<file path="src/rtl/hart_0_retire_trace_capture.sv">
// hart 0 retire trace capture: arms on an optional PC trigger, buffers retirements, drains to a reader.
// Latency: a captured record shows on out_valid/out_data one cycle after it retires.
// Backpressure: out_ready stalls draining; a full FIFO drops new records and counts them in drop_count.
// Optional: define RETIRE_TRACE_CAPTURE_TIMESTAMP_EN to store a 32-bit cycle count in out_data[99:68].

// Generic single-clock FIFO with a registered head entry.
// Latency: a push into an empty FIFO is visible on head_vld/head_dat the next cycle.
// Backpressure: a push while full is ignored; a pop in the same cycle does not make room.
module hart_0_retire_trace_fifo #(
    parameter int WIDTH = 68,
    parameter int DEPTH = 8
) (
    input  logic                     clock,
    input  logic                     reset,
    input  logic                     push_vld,
    input  logic [WIDTH-1:0]         push_dat,
    input  logic                     pop_rdy,
    output logic                     head_vld,
    output logic [WIDTH-1:0]         head_dat,
    output logic [$clog2(DEPTH):0]   fill
);
    localparam int PTR_W = $clog2(DEPTH);
    localparam logic [PTR_W:0] FULL_LVL = (PTR_W+1)'(DEPTH);

    logic [WIDTH-1:0] mem [DEPTH];
    logic [PTR_W-1:0] wr_ptr;
    logic [PTR_W-1:0] rd_ptr;
    logic [PTR_W-1:0] rd_ptr_nxt;
    logic [PTR_W:0]   fill_nxt;
    logic             push_ok;
    logic             pop_ok;

    assign head_vld = (fill != '0);

    // Push/pop qualification and next pointer/fill values; space is judged on the fill at cycle start.
    always_comb begin
        push_ok    = push_vld && (fill != FULL_LVL);
        pop_ok     = pop_rdy && head_vld;
        rd_ptr_nxt = pop_ok ? rd_ptr + 1'b1 : rd_ptr;
        fill_nxt   = fill + (PTR_W+1)'(push_ok) - (PTR_W+1)'(pop_ok);
    end

    // Storage array; contents are don't-care until written, so it carries no reset.
    always_ff @(posedge clock) begin
        if (push_ok) begin
            mem[wr_ptr] <= push_dat;
        end
    end

    // Pointers and fill level, wrapping naturally because DEPTH is a power of two.
    always_ff @(posedge clock or negedge reset) begin
        if (!reset) begin
            wr_ptr <= '0;
            rd_ptr <= '0;
            fill   <= '0;
        end else begin
            if (push_ok) begin
                wr_ptr <= wr_ptr + 1'b1;
            end
            rd_ptr <= rd_ptr_nxt;
            fill   <= fill_nxt;
        end
    end

    // Head register: reloads the next head entry, bypassing the array when that entry is written now,
    // and holds its last value once the FIFO goes empty.
    always_ff @(posedge clock or negedge reset) begin
        if (!reset) begin
            head_dat <= '0;
        end else if (fill_nxt != '0) begin
            if (push_ok && (wr_ptr == rd_ptr_nxt)) begin
                head_dat <= push_dat;
            end else begin
                head_dat <= mem[rd_ptr_nxt];
            end
        end
    end
endmodule

module hart_0_retire_trace_capture #(
    parameter int DEPTH = 8,
    parameter int CNT_W = 16
) (
    input  logic                     clock,
    input  logic                     reset,
    input  logic                     cfg_enable,
    input  logic                     cfg_trig_en,
    input  logic [31:0]              cfg_trig_addr,
    input  logic [CNT_W-1:0]         cfg_stop_count,
    input  logic                     trace_valid,
    input  logic [31:0]              trace_iaddr,
    input  logic [31:0]              trace_insn,
    input  logic [1:0]               trace_priv,
    input  logic                     trace_exception,
    input  logic                     trace_interrupt,
    input  logic                     cease,
    output logic                     out_valid,
    input  logic                     out_ready,
`ifdef RETIRE_TRACE_CAPTURE_TIMESTAMP_EN
    output logic [99:0]              out_data,
`else
    output logic [67:0]              out_data,
`endif
    output logic [1:0]               state,
    output logic [$clog2(DEPTH):0]   fill_level,
    output logic [CNT_W-1:0]         capture_count,
    output logic [CNT_W-1:0]         drop_count
);
`ifdef RETIRE_TRACE_CAPTURE_TIMESTAMP_EN
    localparam int DATA_W = 100;
`else
    localparam int DATA_W = 68;
`endif
    localparam logic [$clog2(DEPTH):0] FULL_LVL = ($clog2(DEPTH)+1)'(DEPTH);

    typedef enum logic [1:0] {
        S_IDLE    = 2'd0,
        S_ARMED   = 2'd1,
        S_CAPTURE = 2'd2,
        S_STOPPED = 2'd3
    } state_t;

    state_t             state_q;
    state_t             state_d;
    logic               trig_hit;
    logic               cand;
    logic               leave_idle;
    logic               fifo_full;
    logic               accept;
    logic               drop_evt;
    logic               stop_hit;
    logic [CNT_W-1:0]   cap_inc;
    logic [DATA_W-1:0]  rec_dat;

    assign trig_hit  = trace_valid && (trace_iaddr == cfg_trig_addr);
    assign fifo_full = (fill_level == FULL_LVL);
    assign accept    = cand && !fifo_full;
    assign drop_evt  = cand && fifo_full;
    assign cap_inc   = capture_count + CNT_W'(1);
    assign stop_hit  = (cfg_stop_count != '0) && (cap_inc == cfg_stop_count);
    assign state     = state_q;

`ifdef RETIRE_TRACE_CAPTURE_TIMESTAMP_EN
    logic [31:0] cycle_cnt;

    // Free-running cycle counter stamped onto every accepted record.
    always_ff @(posedge clock or negedge reset) begin
        if (!reset) begin
            cycle_cnt <= '0;
        end else begin
            cycle_cnt <= cycle_cnt + 32'd1;
        end
    end

    assign rec_dat = {cycle_cnt, trace_priv, trace_interrupt, trace_exception, trace_insn, trace_iaddr};
`else
    assign rec_dat = {trace_priv, trace_interrupt, trace_exception, trace_insn, trace_iaddr};
`endif

    // FSM state register.
    always_ff @(posedge clock or negedge reset) begin
        if (!reset) begin
            state_q <= S_IDLE;
        end else begin
            state_q <= state_d;
        end
    end

    // FSM next state; dropping cfg_enable wins over every other transition.
    always_comb begin
        state_d = state_q;
        if (!cfg_enable) begin
            state_d = S_IDLE;
        end else begin
            case (state_q)
                S_IDLE:    state_d = cfg_trig_en ? S_ARMED : S_CAPTURE;
                S_ARMED:   if (trig_hit) state_d = S_CAPTURE;
                S_CAPTURE: if (cease || (accept && stop_hit)) state_d = S_STOPPED;
                S_STOPPED: state_d = S_STOPPED;
                default:   state_d = S_IDLE;
            endcase
        end
    end

    // FSM outputs: which retirements are capture candidates, and when the counters restart.
    always_comb begin
        cand       = 1'b0;
        leave_idle = 1'b0;
        if (cfg_enable) begin
            case (state_q)
                S_IDLE:    leave_idle = 1'b1;
                S_ARMED:   cand = trig_hit;
                S_CAPTURE: cand = trace_valid;
                default:   cand = 1'b0;
            endcase
        end
    end

    // Capture and drop counters; both restart on leaving IDLE, drops saturate.
    always_ff @(posedge clock or negedge reset) begin
        if (!reset) begin
            capture_count <= '0;
            drop_count    <= '0;
        end else if (leave_idle) begin
            capture_count <= '0;
            drop_count    <= '0;
        end else begin
            if (accept) begin
                capture_count <= cap_inc;
            end
            if (drop_evt && (drop_count != '1)) begin
                drop_count <= drop_count + CNT_W'(1);
            end
        end
    end

    hart_0_retire_trace_fifo #(
        .WIDTH (DATA_W),
        .DEPTH (DEPTH)
    ) u_fifo (
        .clock    (clock),
        .reset    (reset),
        .push_vld (accept),
        .push_dat (rec_dat),
        .pop_rdy  (out_ready),
        .head_vld (out_valid),
        .head_dat (out_data),
        .fill     (fill_level)
    );
endmodule

</file>
<file path="config.mk">
export PLATFORM = sky130hd
export DESIGN_NAME = hart_0_retire_trace_capture
export DESIGN_NICKNAME = d
export VERILOG_FILES = /design/src/rtl/hart_0_retire_trace_capture.sv
export SDC_FILE = /design/constraint.sdc
export NUM_CORES = 1
export LEC_CHECK = 0
export CAP_MARGIN = 20
export CORE_MARGIN = 4
export CORE_UTILIZATION = 50
export CTS_CLUSTER_DIAMETER = 30
export DETAILED_ROUTE_END_ITERATION = 10
export HOLD_SLACK_MARGIN = 0.12
export PLACE_DENSITY = 0.77
export SYNTH_ARGS = -nofsm -noshare
export SYNTH_HDL_FRONTEND = slang
export SYNTH_SLANG_ARGS = --single-unit
export TNS_END_PERCENT = 1
</file>
<file path="constraint.sdc">
create_clock -name clock -period 14 [get_ports clock]
set_clock_uncertainty 0.2 [all_clocks]
set_input_delay 2.8 -clock clock [delete_from_list [all_inputs] [get_ports clock]]
set_output_delay 2.8 -clock clock [all_outputs]
set_load 0.01 [all_outputs]
</file>
**Word level (Yosys, flattened, before mapping)**

Memory sizes are Yosys's and may differ from the RTL's. A register that Yosys moved wholly into a read port is not among the register bits.
Cells that the tools add are included.

- Flip-flop bits (word level): 44
- RAM bits: 544
- Memories: 1
- Input port bits: 123

Memories:

| memory | words | bits a word | read ports | clocked after memory_dff | wr ports | RTL line | text |
|---|---|---|---|---|---|---|---|
| u_fifo.mem | 8 | 68 | 1 | 1 | 1 | 25 | `logic [WIDTH-1:0] mem [DEPTH];` |

- Multiplexer cells: 16
- Reduce and logical (&&, ||, !) cells: 18
- Equality and inequality tests: 10
- $add $sub $neg: 6

Operator list:

| operator | number |
|---|---|
| 16-bit two-way mux | 4 |
| 16-bit by 1-bit adder with 16-bit output, second input constant | 2 |
| 32-bit equality test | 1 |
| 16-bit equality test | 1 |
| 16-bit != test, second input constant | 1 |
| 16-bit nonzero test | 1 |
| 1-bit logical AND | 8 |
| 2-bit two-way mux | 4 |
| 2-bit case mux with 4 select lines | 1 |
| 4-bit nonzero test | 2 |
| 3-bit by 1-bit adder with 3-bit output, second input constant | 2 |
| 3-bit != test, second input constant | 2 |
| 1-bit two-way mux | 5 |
| 4-bit by 1-bit adder with 4-bit output | 1 |
| 2-bit equality test, second input constant | 2 |
| 4-bit equality test, second input constant | 1 |
| 4-bit != test, second input constant | 1 |
| 2-bit nonzero test | 2 |
| 4-bit by 1-bit subtractor with 4-bit output | 1 |
| 3-bit two-way mux | 1 |
| 2-bit by 1-bit equality test with 1-bit output, second input constant | 1 |
| 1-bit logical NOT | 2 |
| 2-bit logical NOT | 1 |
| 1-bit case mux with 2 select lines | 1 |
| other kinds (2) | 2 |

**Logic depth before layout (Yosys ltp)**

Gate-level depths: netlist (run 1).

- Depth in word-level cells: 10
- Mapped depth: 17
- Depth with buffers taken out: 15

**By module**

Synthesis (run 1) repeated with hierarchy kept, for this count alone.

- Cells, all modules: 1792
- Area, all modules: 27775.4 um^2

Modules (own cells, without submodules):

| module | times used | cells an instance | sequential area each (um^2) | area an instance (um^2) |
|---|---|---|---|---|
| hart_0_retire_trace_fifo | 1 | 1451 | 18287.5 | 24966.4 |
| hart_0_retire_trace_capture | 1 | 341 | 850.8 | 2808.9 |

**Worst setup path after synthesis (run 1)**

Ideal clock, no wire load.

- Path kind: in2reg
- From: input cfg_trig_addr[21]
- To: memory u_fifo.mem[4][0] (enable)
- Cell stages on the path: 7
- Library setup time: 687 ps
- Slack: 2030 ps
- Data required time: 13113 ps
- Arrival time: 11083 ps
- Path buffers: 1
- Cells stage by stage: xnor2_1 nand4_1 nor4_1 nand4b_1 and2_1 clkbuf_1 nor4b_1

- Cells in the longest elaborated chain, start to end: 8

RTL lines:

| item | RTL line | text |
|---|---|---|
| start: declaration | 88 | `input logic [31:0] cfg_trig_addr,` |
| 32-bit equality test | 135 | `assign trig_hit = trace_valid && (trace_iaddr == cfg_trig_addr);` |
| 1-bit logical AND | 135 |  |
| 1-bit case mux with 2 select lines | 190 | `case (state_q)` |
| 1-bit two-way mux | 189 | `if (cfg_enable) begin` |
| 1-bit logical AND | 137 | `assign accept = cand && !fifo_full;` |
| 1-bit logical AND | 37 | `push_ok = push_vld && (fill != FULL_LVL);` |
| 1-bit two-way mux | 45 | `if (push_ok) begin` |
| 1-bit two-way mux (implied by the code) | 46 | `mem[wr_ptr] <= push_dat;` |
| end: declaration | 25 |  |

Every way passes these cells.

**Worst setup path in the final report (run 1)**

- From: input trace_iaddr[18]
- To: register u_fifo.head_dat[35], read port of u_fifo.mem

- Cells in the longest elaborated chain, start to end: 9

RTL lines:

| item | RTL line | text |
|---|---|---|
| start: declaration | 91 | `input logic [31:0] trace_iaddr,` |
| 32-bit equality test | 135 |  |
| 1-bit logical AND | 135 |  |
| 1-bit case mux with 2 select lines | 190 |  |
| 1-bit two-way mux | 189 |  |
| 1-bit logical AND | 137 |  |
| 1-bit logical AND | 37 |  |
| via u_fifo.push_ok | 30 | `logic push_ok;` |
| 4-bit by 1-bit adder with 4-bit output | 40 | `fill_nxt = fill + (PTR_W+1)'(push_ok) - (PTR_W+1)'(pop_ok);` |
| 4-bit by 1-bit subtractor with 4-bit output | 40 |  |
| via u_fifo.fill_nxt[1] | 29 | `logic [PTR_W:0] fill_nxt;` |
| 4-bit nonzero test | 70 | `end else if (fill_nxt != '0) begin` |
| end: declaration | 19 | `output logic [WIDTH-1:0] head_dat,` |

The timed path passes the listed nets, and every way through them passes these cells.
A chain may end at the register's enable or synchronous reset.

==> results.txt, run 1 <==
In this run the worst path has a maximum fanout of 68. The run gives 0 ns as the sum of negative setup slack. Slack of the worst reg-to-reg path: 8.91 ns. For the worst path required time, the log shows 14.32 ns. The flow ran to the end, and the final reports show no timing, DRC or antenna violations. The wire length of the first global-routing pass is 101,000 um. The initial antenna violation count is 6. The multi-input combinational cells in the finished layout cover a total of 7950 um2. The die covers 59,800 um2. The detailed router placed 16,100 vias in this run. The tools report the leakage dissipation as 12.5 nW.

The tools report the gate count after technology mapping as 1,706. The tools report the buffer type at the clock tree root as sky130_fd_sc_hd__clkbuf_16. The area share of the largest cell type after synthesis was 0.584.

The number of I/O pins is 230. The most critical setup path has its startpoint at trace_iaddr[18]. The timing-limited maximum frequency came out at 124 MHz.

By startpoint and endpoint, the worst setup path is classified as input pin to flop. The storage element area came out at 19,100 um2. The kind of path behind the tightest hold check was flop to flop. The HPWL after detailed placement is 36,300 um.

Area inside the core boundary: 55,200 um2. Summing every instance area after synthesis gives 28,000 um2. For this run, the leading register cell type out of synthesis is sky130_fd_sc_hd__edfxtp_1. Startpoint of the worst-slack reg-to-reg timing path: state[1]$_DFFE_PN0P_. The worst setup path is captured at a flop.

The logs give 61 for the number of unique standard cell types used by synthesis and 0.00764 W for the total chip power. Once the clock tree was built, the setup fixing pass inserted 0 buffers. Setup repair after global routing left no endpoint under its margin. Yosys mapped a number of flops with a built-in enable equal to 544. Summed over all instances, the cell type with the most area after synthesis is sky130_fd_sc_hd__edfxtp_1.

The most critical setup path has its endpoint at u_fifo.head_dat[35]$_DFFE_PN0P_. The synthesized net count is 1,845. In this run, post-CTS hold repair placed 0 buffers. For the number of nets in the finished design, the log shows 2,124. Yosys attributes the largest share of cell area to sky130_fd_sc_hd__edfxtp_1 (58%), sky130_fd_sc_hd__dfrtp_1 (10%), sky130_fd_sc_hd__mux2i_1 (10%), sky130_fd_sc_hd__mux4_2 (5.5%), sky130_fd_sc_hd__buf_12 (2.1%). The number of fill cells was 3,902; the detailed-route wire length was 65,900 um. The total track usage was 0.221.

TritonCTS built the clock tree. The growth of design area from synthesis to finish was 24.2%. The peak supply drop is 238 uV, and the via count of the first global-routing pass is 16,900. The final-report max-slew violation count is 0, and the count of nets left with antenna violations after detail routing is 0. Before antenna repair, the detailed router went through 5 iterations.

After detailed routing, the average wire length per cell comes to 23.2 um. The clock-pin slew reported for the worst setup and hold paths after clock tree synthesis works out to 0.05 ns. Using the TritonRoute via totals, the vias-per-cell ratio works out to 5.66. The worst-case headroom to the max-slew limit is 0.244, and the final non-filler cell total is 2,841.

The kind of launch point of the worst setup path is an input pin. The run gives 656 as the number of clock sinks. The share of synthesized flip-flops with an asynchronous set or reset works out to 0.171. The standard-cell row count was 86. In this run, synthesis produced a sequential element count of 656. The tools report the register area share after synthesis as 0.684. Dividing the synthesized area by the synthesized cell count gives 16.4 um2.

The die width is 245 um, and the initial core utilization is 0.507. Global routing finished with a remaining overflow of 0. The DRC violation total after the first TritonRoute iteration is 1,152, and the core utilization of the finished layout is 0.629.

The measured slew at the worst slew-check pin was 1.13 ns. The endpoint identified for the worst register-to-register timing path is u_fifo.head_dat[35]$_DFFE_PN0P_. In this run, CTS created clock tree buffers numbering 119. Placed cell count: 2,612.

The power per cell area was 220 nW/um2. From bottom edge to top edge, the die measures 245 um. Max-cap violation count: 0.

The arrival time of the worst setup path was 8.36 ns; the fraction of final layout cells with drive strength greater than 1 was 0.154. The smallest clock period supported by the final layout is computed as 8.04 ns. The final count of hold timing violations is 0, and the CTS H-tree depth is 3. Routability-driven placement finished with a final weighted congestion of 0.838.

The clock tree buffer depth is 3, and the pin count of the biggest net entering global routing is 145. The logs give 0 for the total DRC errors in the routed layout and 0.66 ns for the source-to-sink clock delay at the later pin of the worst-skew pair. The share of the clock period used by the worst path was 0.575.

Counting cells, the worst reg-to-reg path comes to 16. The setup-violating endpoint count in the final report is 0, and the number of buffer cells added on primary ports is 229. For the count of warnings emitted by yosys, the log shows 0. For the total of cells resized after clock tree synthesis, the log shows 0.
-- cell usage after synthesis, drive strengths merged, types with 6 or more instances --
| master | n |
|---|---|
| clkbuf | 49 |
| and3 | 9 |
| ha | 15 |
| xnor2 | 68 |
| mux2i | 280 |
| nor3 | 7 |
| a21oi | 16 |
| nand3 | 17 |
| and2 | 73 |
| nor4 | 12 |
| inv | 19 |
| edfxtp | 544 |
| xor2 | 8 |
| nand2 | 109 |
| o21ai | 144 |
| nand4 | 22 |
| nand2b | 6 |
| nor2 | 26 |
| mux4 | 68 |
| dfrtp | 112 |
| buf | 46 |
-- kinds of logic (layout without fill, tap and decap cells) --
kind of cell / count (synthesis) / after routing / synth area share
other: 0 / 3 / 0
AO/OA/AOI/OAI: 188 / 188 / 0.0368
XOR/XNOR: 77 / 77 / 0.0253
flip-flops: 656 / 656 / 0.684
AND/OR/NAND/NOR: 306 / 306 / 0.0569
buffers and inverters: 114 / 498 / 0.0341
adder cells (fa/ha/maj): 16 / 16 / 0.00742
multiplexers: 349 / 349 / 0.155
-- critical path, cell delays in order --
cell	delay, ns
sky130_fd_sc_hd__clkdlybuf4s50_1	0.60
sky130_fd_sc_hd__xnor2_1	0.46
sky130_fd_sc_hd__nand4_1	0.26
sky130_fd_sc_hd__nor3_1	0.54
sky130_fd_sc_hd__nand4b_1	0.64
sky130_fd_sc_hd__and2_1	0.57
sky130_fd_sc_hd__inv_2	0.18
sky130_fd_sc_hd__ha_1	0.18
sky130_fd_sc_hd__inv_1	0.06
sky130_fd_sc_hd__fa_1	0.50
sky130_fd_sc_hd__inv_1	0.07
sky130_fd_sc_hd__or4_2	0.67
sky130_fd_sc_hd__buf_4	0.44
sky130_fd_sc_hd__o21ai_1	0.23
sky130_fd_sc_hd__o21ai_1	0.10
-- layer usage --
metal | routed length [um] | up-vias | share of wire | global-route usage
li1 | - | 7162 | - | -
met1 | 27400 | 8155 | 0.42 | 0.295
met2 | 32000 | 628 | 0.49 | 0.362
met3 | 4900 | 126 | 0.074 | 0.0491
met4 | 1580 | 6 | 0.024 | 0.0779
met5 | 38 | - | 0.00058 | 0
-- worst min path at each step --
| stage | from | end | slack (ns) | cells after the start |
|---|---|---|---|---|
| floorplan | u_fifo.head_dat[0]$_DFFE_PN0P_ | u_fifo.head_dat[0]$_DFFE_PN0P_ | 0.32 | 2 |
| global placement | u_fifo.head_dat[63]$_DFFE_PN0P_ | u_fifo.head_dat[63]$_DFFE_PN0P_ | 0.27 | 2 |
| detailed placement | u_fifo.head_dat[8]$_DFFE_PN0P_ | u_fifo.head_dat[8]$_DFFE_PN0P_ | 0.28 | 2 |
| CTS | u_fifo.head_dat[8]$_DFFE_PN0P_ | u_fifo.head_dat[8]$_DFFE_PN0P_ | 0.29 | 2 |
| global route | u_fifo.head_dat[30]$_DFFE_PN0P_ | u_fifo.head_dat[30]$_DFFE_PN0P_ | 0.31 | 2 |
| finish | u_fifo.head_dat[56]$_DFFE_PN0P_ | u_fifo.head_dat[56]$_DFFE_PN0P_ | 0.28 | 2 |
-- cell type report --
class                           count  share of cell area
Antenna cell                        3            0.000216
Tap cell                          748              0.0269
Timing Repair Buffer              253              0.0719
Clock buffer                      139              0.0896
Sequential cell                   656               0.551
Clock inverter                     87              0.0294
Multi-Input combinational cell    936               0.229
Inverter                           19             0.00216
-- cells in the final DEF (no fill, tap or decap), types with 23 or more instances in the layout --
| master | netlist | final |
|---|---|---|
| sky130_fd_sc_hd__and2_1 | 67 | 66 |
| sky130_fd_sc_hd__dfrtp_1 | 112 | 112 |
| sky130_fd_sc_hd__clkbuf_16 | 0 | 119 |
| sky130_fd_sc_hd__xnor2_1 | 67 | 67 |
| sky130_fd_sc_hd__nor2_1 | 26 | 25 |
| sky130_fd_sc_hd__clkdlybuf4s50_1 | 0 | 228 |
| sky130_fd_sc_hd__mux2i_1 | 280 | 280 |
| sky130_fd_sc_hd__edfxtp_1 | 544 | 544 |
| sky130_fd_sc_hd__clkinv_2 | 0 | 23 |
| sky130_fd_sc_hd__nand2_1 | 108 | 108 |
| sky130_fd_sc_hd__mux4_2 | 68 | 68 |
| sky130_fd_sc_hd__o21ai_1 | 116 | 116 |
| sky130_fd_sc_hd__o21ai_0 | 28 | 28 |
-- registers in the layout (all words and copies together), names as in the netlist --
register / flops
capture_count: 16
drop_count: 16
state: 2
u_fifo.fill: 4
u_fifo.head_dat: 68
u_fifo.mem: 544
u_fifo.rd_ptr: 3
u_fifo.wr_ptr: 3
-- metrics by stage --
| step | cell area, um2 | hold slack (ns) | setup WS, ns |
|---|---|---|---|
| finish | 34700 | 0.282 | 5.96 |
| floorplan | 28000 | 0.323 | 2.03 |
| detailed placement | 30600 | 0.279 | 5.27 |
| global route | 34700 | 0.313 | 5.79 |
| global placement | 30600 | 0.271 | 5.57 |
| CTS | 34700 | 0.289 | 5.97 |
-- where the power goes --
group | leakage [nW] | total (W) | internal, W | switching (W)
Clock | 2.00 | 0.00288 | 0.00190 | 0.000984
Sequential | 6.28 | 0.00240 | 0.00228 | 0.000113
Combinational | 4.26 | 0.00236 | 0.00120 | 0.00117
Total | 12.5 | 0.00764 | 0.00538 | 0.00226
Note: power is estimated with default switching activity, not from simulation.
==> run 2: changes to the inputs <==
--- a/config.mk
+++ b/config.mk
@@ -11,7 +11,7 @@
 export CTS_CLUSTER_DIAMETER = 30
 export DETAILED_ROUTE_END_ITERATION = 10
 export HOLD_SLACK_MARGIN = 0.12
-export PLACE_DENSITY = 0.77
+export PLACE_DENSITY = 0.8
 export SYNTH_ARGS = -nofsm -noshare
 export SYNTH_HDL_FRONTEND = slang
 export SYNTH_SLANG_ARGS = --single-unit
==> constraint.sdc (replaced) <==
create_clock -name clock -period 7.27 [get_ports clock]
set_clock_uncertainty 0.2 [all_clocks]
set_input_delay 1.454 -clock clock [delete_from_list [all_inputs] [get_ports clock]]
set_output_delay 1.454 -clock clock [all_outputs]
set_load 0.01 [all_outputs]
==> run 2 against run 1 <==
Against the previous run:
- die area did not move
- total power rose by 97%
- final area rose by 0.97%
- clock power rose by 100%
- clock-buffer cell count is 22 higher
- wire length up 1.8%
- non-clock buffer count grew 3
- global-route usage rose by 0.36 points
- utilization up 0.61 points
- sequential power is 93% higher
- combinational power grew 94%
==> results.txt, run 2 (synthesis gave the netlist of run 1 again) <==
The total of cells resized after clock tree synthesis was 0; the growth of design area from synthesis to finish was 25.4%. STA classifies the critical path startpoint as an input pin. The share of the clock period used by the worst path is 0.863, and the measured slew at the worst slew-check pin is 1.06 ns. For the final routed database, the setup TNS stands at 0 ns. The number of I/O pins was 230. CTS placed an instance of sky130_fd_sc_hd__clkbuf_16 at the clock tree root. For the least setup slack across all paths after layout, the log shows 0.999 ns. The register with the highest flop count is u_fifo.mem. In this run the core area contains 86 standard-cell rows.

In the routed layout, each cell is associated on average with a via count of 5.67. For the final count of hold timing violations, the log shows 0. For the detailed placement HPWL, the log shows 36,700 um. The die covers 59,800 um2. In this run the static leakage power is 12.7 nW. The tightest hold path in the finished design has a slack of 0.285 ns. The count of nets left with antenna violations after detail routing is 0.

The die is 245 um tall. For the number of clock sinks, the log shows 656. The largest registers in the layout are u_fifo.mem x544, u_fifo.head_dat x68. Setup violations remaining at the end of the flow were counted as 0. TritonCTS built the clock tree. The timing-limited maximum frequency was 159 MHz. Dividing the detail-routed wire length by the instance count gives 23.5 um. Total track usage: 0.225. The final RePlAce weighted congestion was 0.807. The worst path required time is 7.66 ns.

The most common library cell in the layout ignoring fill and taps was sky130_fd_sc_hd__edfxtp_1. For this block, the via count after detailed routing is 16,200. In the layout the commonest cells are sky130_fd_sc_hd__edfxtp_1 (544), sky130_fd_sc_hd__mux2i_1 (280), sky130_fd_sc_hd__clkdlybuf4s50_1 (228), sky130_fd_sc_hd__clkbuf_16 (139), sky130_fd_sc_hd__o21ai_1 (116). The number of buffer cells added on primary ports is 229, and the final-report max-slew violation count is 0. The worst setup path is captured at a flop. The initial antenna violation count was 9. The total chip power is 0.0150 W, and the flip-flop count of the largest register, all copies and words added is 544. The worst-case IR drop observed on VDD is 332 uV.

The clock period could shrink to 6.27 ns. The number of nets in the finished design is 2,138. The setup path with the least slack is of type input pin to flop. The total DRC errors in the routed layout is 0, and the initial core utilization is 0.507. The max-cap violation count was 0; the core utilization of the finished layout was 0.635. Setup repair after global routing left no endpoint under its margin. Once the clock tree was built, the setup fixing pass inserted 0 buffers.

The floorplan step set the die width to 245 um. The worst setup slack after placement is 0.308 ns. For the pin count of the biggest net entering global routing, the log shows 145.

The core region is 55,200 um2. The H-tree was split into 4 levels. The tools report the worst-case headroom to the max-slew limit as 0.291. The clock-pin slew reported for the worst setup and hold paths after clock tree synthesis was 0.05 ns. The power per cell area was 429 nW/um2. The final layout contains routed wiring with a total length of 67,100 um. Along the worst path, the maximum fanout reaches 68.

The fraction of final layout cells with drive strength greater than 1 was 0.158. The kind of path behind the tightest hold check was flop to flop. The number of buffers created by CTS was 130; the source-to-sink clock delay at the later pin of the worst-skew pair was 0.69 ns. The flow ran to the end, and the final reports show no timing, DRC or antenna violations. The tools report the arrival time of the worst setup path as 6.66 ns. The run gives 102,000 um as the wire length of the first global-routing pass. The DRC violation total after the first TritonRoute iteration was 1,329. For the number of detailed-routing iterations run before antenna repair, the log shows 5. The overall overflow remaining after global route was 0. Buffers inserted to repair hold after CTS numbered 0.

Via count of the first global-routing pass: 17,100. The clock passes through at most 3 buffers.
## run 2: stage by stage
stage | std cells | instance area, um2
finish | 2855 | 35100
global route | 2854 | 35100
CTS | 2852 | 35100
detailed placement | 2615 | 30600
global placement | 2615 | 30600
floorplan | 1706 | 28000
## run 2: path summary, 6_finish.rpt
path,startpoint,to,slack (ns),depth (start not counted)
setup / recovery,trace_iaddr[30],u_fifo.head_dat[65]$_DFFE_PN0P_,1.0,16
hold / removal,u_fifo.head_dat[17]$_DFFE_PN0P_,u_fifo.head_dat[17]$_DFFE_PN0P_,0.28,2
setup reg to reg,state[0]$_DFFE_PN0P_,u_fifo.head_dat[65]$_DFFE_PN0P_,2.76,17
hold reg to reg,u_fifo.head_dat[17]$_DFFE_PN0P_,u_fifo.head_dat[17]$_DFFE_PN0P_,0.28,2
max in group asynchronous,reset,capture_count[0]$_DFFE_PN0P_,5.03,2
min in group asynchronous,reset,u_fifo.head_dat[19]$_DFFE_PN0P_,0.66,1
## run 2: cell type report
class	count	area, um2
Clock inverter	76	776
Tap cell	748	936
Fill cell	3855	20100
Inverter	19	76.3
Multi-Input combinational cell	936	7950
Antenna cell	3	7.51
Timing Repair Buffer	256	2550
Clock buffer	161	3640
Sequential cell	656	19100
## run 2: routing by layer
metal / vias to the layer above / part of all wire / track usage
li1: 7179 / - / -
met1: 8275 / 0.39 / 0.281
met2: 586 / 0.51 / 0.376
met3: 131 / 0.075 / 0.0659
met4: 10 / 0.023 / 0.0792
met5: - / 0.0010 / 0
## run 2: worst max-delay path, stage by stage
cell and delay (ns):
sky130_fd_sc_hd__clkdlybuf4s50_1 0.58, sky130_fd_sc_hd__xnor2_1 0.64, sky130_fd_sc_hd__nand4_1 0.30, sky130_fd_sc_hd__nor3_1 0.53
sky130_fd_sc_hd__nand4b_1 0.15, sky130_fd_sc_hd__buf_4 0.23, sky130_fd_sc_hd__and2_1 0.17, sky130_fd_sc_hd__buf_4 0.18
sky130_fd_sc_hd__inv_2 0.12, sky130_fd_sc_hd__ha_1 0.20, sky130_fd_sc_hd__inv_1 0.06, sky130_fd_sc_hd__fa_1 0.40
sky130_fd_sc_hd__xnor2_1 0.29, sky130_fd_sc_hd__or4_4 0.85, sky130_fd_sc_hd__o21ai_0 0.24, sky130_fd_sc_hd__o21ai_1 0.20
## run 2: power by group
part,internal (W),switching [W],leakage [nW]
Clock,0.00394,0.00192,2.13
Sequential,0.00440,0.000217,6.28
Combinational,0.00231,0.00225,4.29
==> run 3: changes to the inputs <==
--- a/config.mk
+++ b/config.mk
@@ -7,11 +7,11 @@
 export LEC_CHECK = 0
 export CAP_MARGIN = 20
 export CORE_MARGIN = 4
-export CORE_UTILIZATION = 50
+export CORE_UTILIZATION = 53
 export CTS_CLUSTER_DIAMETER = 30
 export DETAILED_ROUTE_END_ITERATION = 10
 export HOLD_SLACK_MARGIN = 0.12
-export PLACE_DENSITY = 0.8
+export PLACE_DENSITY = 0.84
 export SYNTH_ARGS = -nofsm -noshare
 export SYNTH_HDL_FRONTEND = slang
 export SYNTH_SLANG_ARGS = --single-unit
==> run 3 against run 2 <==
Against the previous run:
- first-iteration DRC count up 10%
- setup slack better by 0.52 ns
- sequential cell count unchanged
- final cell count down 2.7%
- total power down 2.0%
- non-clock buffer count up 8
- final area down 0.91%
- largest cell class unchanged
- largest power group unchanged
==> results.txt, run 3 (synthesis gave the netlist of run 1 again) <==
The run gives 7 as the number of detailed-routing iterations run before antenna repair. Along the worst hold path, the cell count comes to 2. Entering global routing, the biggest net connects 111 pins. At the end of routability-driven placement, the weighted congestion stood at 0.845.

The run gives 0 as the total of hold buffers inserted after clock tree synthesis. After detailed routing, the average wire length per cell comes to 24.0 um. The number of clock sinks was 656.

For the final-report max-slew violation count, the log shows 0. For the pin with the worst max-slew slack, the measured transition is 1.10 ns. For the total setup buffers inserted after CTS, the log shows 0.

The worst-case headroom to the max-slew limit came out at 0.264. u_fifo.mem holds more flip-flops than any other register. The top cell types in the final layout, fill and taps aside, are sky130_fd_sc_hd__edfxtp_1 (544), sky130_fd_sc_hd__mux2i_1 (280), sky130_fd_sc_hd__clkdlybuf4s50_1 (228), sky130_fd_sc_hd__clkbuf_16 (117), sky130_fd_sc_hd__o21ai_1 (116).

STA classifies the critical path endpoint as a flop. The number of gates resized after CTS was 0. The slack of the worst reg-to-reg path was 2.57 ns; the placed cell count was 2,553.

The vertical die dimension is 238 um. The initial core utilization came out at 0.540. The tree is rooted in a sky130_fd_sc_hd__clkbuf_16. The critical path is of the input pin to flop type.

The floorplan step set the die width to 238 um. The run gives 3 as the clock tree buffer depth. The kind of launch point of the worst setup path was an input pin. Setup repair after global routing left no endpoint under its margin. Measured in cells, the most critical reg-to-reg path has a length of 15. The leakage dissipation is 12.6 nW, and the overall overflow remaining after global route is 0.

The fraction of final layout cells with drive strength greater than 1 is 0.154, and the power per cell area is 424 nW/um2. The core region is 51,800 um2. TritonCTS built the clock tree.

The register with the most flip-flops in the layout has 544 of them. For the worst setup path, the data arrival time is 6.08 ns. Total die area: 56,500 um2.

Number of buffers and inverters on the critical path: 5. Traced cell by cell, the critical path runs through clkdlybuf4s50_1 -> xnor2_1 -> nand4_1 -> nor4_1 -> nand4b_1 -> and2_1 -> inv_2 -> ha_1 -> inv_1 -> fa_1 -> inv_1 -> or4_2 -> buf_12 -> o21ai_1 -> o21ai_1. Summed over all nets, the half-perimeter wirelength after detailed placement is 36,800 um. The delay of the slowest critical-path stage was 0.92 ns. The tools report the hold path endpoint as u_fifo.head_dat[16]$_DFFE_PN0P_. The number of nets in the finished design is 2,131, and the clock period minus worst slack is 5.75 ns.

For this design, the slowest cell found on the critical path is sky130_fd_sc_hd__or4_2. Port buffering added 229 buffers. The run gives 0.234 as the total track usage. The worst hold path belongs to the class flop to flop.

After detailed routing, the number of remaining DRC violations is 0. The detail route stage leaves a number of antenna-violating nets equal to 0. The share of the clock period used by the worst path was 0.791.

After clock tree synthesis, the clock-pin slew on the worst setup and hold paths is 0.06 ns. For the via count of the first global-routing pass, the log shows 16,900. The startpoint of the worst-slack reg-to-reg timing path is state[0]$_DFFE_PN0P_. The run gives 3,293 as the number of fill cells. The H-tree was split into 3 levels.

STA puts the critical path data required time at 7.60 ns. The detailed router finished its first iteration with 1,463 violations. The final count of hold timing violations was 0; the peak supply drop was 379 uV. The growth of design area from synthesis to finish came out at 24.2%. The run gives 115 as the number of buffers created by CTS. The flow ran to the end, and the final reports show no timing, DRC or antenna violations. The routed design has 66,700 um of wire. Source-to-sink clock delay at the later pin of the worst-skew pair: 0.65 ns.

The routed via count divided by cell count came out at 5.83. Initial antenna violation count: 6. In this run the worst path has a maximum fanout of 55. Leaving out filler cells and counting taps, the final layout contains 2,777. For the final routed database, the setup TNS stands at 0 ns. In the final layout, the registers with the most flip-flops are u_fifo.mem x544, u_fifo.head_dat x68.

The most common library cell in the layout ignoring fill and taps was sky130_fd_sc_hd__edfxtp_1. Vias after detailed routing: 16,200. Based on the critical path, the design can be clocked at up to 174 MHz. The endpoint identified for the worst register-to-register timing path is u_fifo.head_dat[50]$_DFFE_PN0P_.

Max-cap violation count: 0. The logs give 230 for the number of I/O pins and 0 for the setup-violating endpoint count in the final report. The first global-routing pass estimated 101,000 um of wire. Among cell families on the critical path, the largest total delay comes from simple AND/OR/NAND/NOR gates. The worst hold path begins at u_fifo.head_dat[16]$_DFFE_PN0P_. The standard-cell row count was 83.
==> run 3: routing by layer <==
metal / global-route usage / share of wire / vias up
met1: 0.306 / 0.39 / 8227
met3: 0.0536 / 0.081 / 113
met4: 0.0784 / 0.025 / 6
met5: 0 / 0.00061 / -
li1: - / - / 7158
met2: 0.391 / 0.50 / 683
==> run 3: metrics by stage <==
step / instance area, um2 / setup WS (ns) / utilization / hold WS [ns] / power (W)
floorplan: 28000 / -3.35 / - / 0.323 / 0.00827
global placement: 30600 / 1.11 / 0.591 / 0.270 / 0.00911
detailed placement: 30600 / 0.964 / 0.591 / 0.275 / 0.00923
CTS: 34700 / 1.56 / 0.669 / 0.286 / 0.0148
global route: 34700 / 1.30 / 0.670 / 0.306 / 0.0154
finish: 34700 / 1.52 / 0.671 / 0.281 / 0.0147
==> run 3: worst reg2reg max path, stage by stage, from the launching register on <==
cell and delay (ns):
sky130_fd_sc_hd__dfrtp_1 0.42, sky130_fd_sc_hd__inv_1 0.11, sky130_fd_sc_hd__ha_1 0.31, sky130_fd_sc_hd__nand2_1 0.07, sky130_fd_sc_hd__nor2_1 0.14, sky130_fd_sc_hd__nand3_1 0.50
sky130_fd_sc_hd__and2_1 0.37, sky130_fd_sc_hd__inv_2 0.12, sky130_fd_sc_hd__ha_1 0.18, sky130_fd_sc_hd__inv_1 0.06, sky130_fd_sc_hd__fa_1 0.50, sky130_fd_sc_hd__inv_1 0.09
sky130_fd_sc_hd__or4_2 0.92, sky130_fd_sc_hd__buf_12 0.32, sky130_fd_sc_hd__o21ai_1 0.20, sky130_fd_sc_hd__o21ai_1 0.11
==> run 3: power breakdown <==
part	switching, W	total (W)	internal [W]
clock network	0.00187	0.00551	0.00364
registers	0.000225	0.00462	0.00440
logic	0.00229	0.00461	0.00232
==> run 3: worst max path at each step <==
stage	from	to	slack, ns	depth (start not counted)
after floorplan	cfg_trig_addr[21]	u_fifo.mem[4][0]$_DFFE_PP_	-3.35	7
after global placement	trace_iaddr[1]	u_fifo.head_dat[58]$_DFFE_PN0P_	1.11	15
after detailed placement	trace_iaddr[1]	u_fifo.head_dat[43]$_DFFE_PN0P_	0.96	15
after CTS	trace_iaddr[1]	u_fifo.head_dat[50]$_DFFE_PN0P_	1.56	15
after global routing	trace_iaddr[8]	u_fifo.head_dat[66]$_DFFE_PN0P_	1.30	15
final	trace_iaddr[8]	u_fifo.head_dat[50]$_DFFE_PN0P_	1.52	15
==> run 3: cell type report <==
type	count	area [um2]	share of cell area
antenna	3	7.51	0.000216
clock inverter	79	966	0.0278
inverter	19	75.1	0.00216
clock buffer	140	3090	0.0890
multi-input combinational	936	7950	0.229
tap	680	851	0.0245
sequential	656	19100	0.551
timing repair buffer	264	2670	0.0769
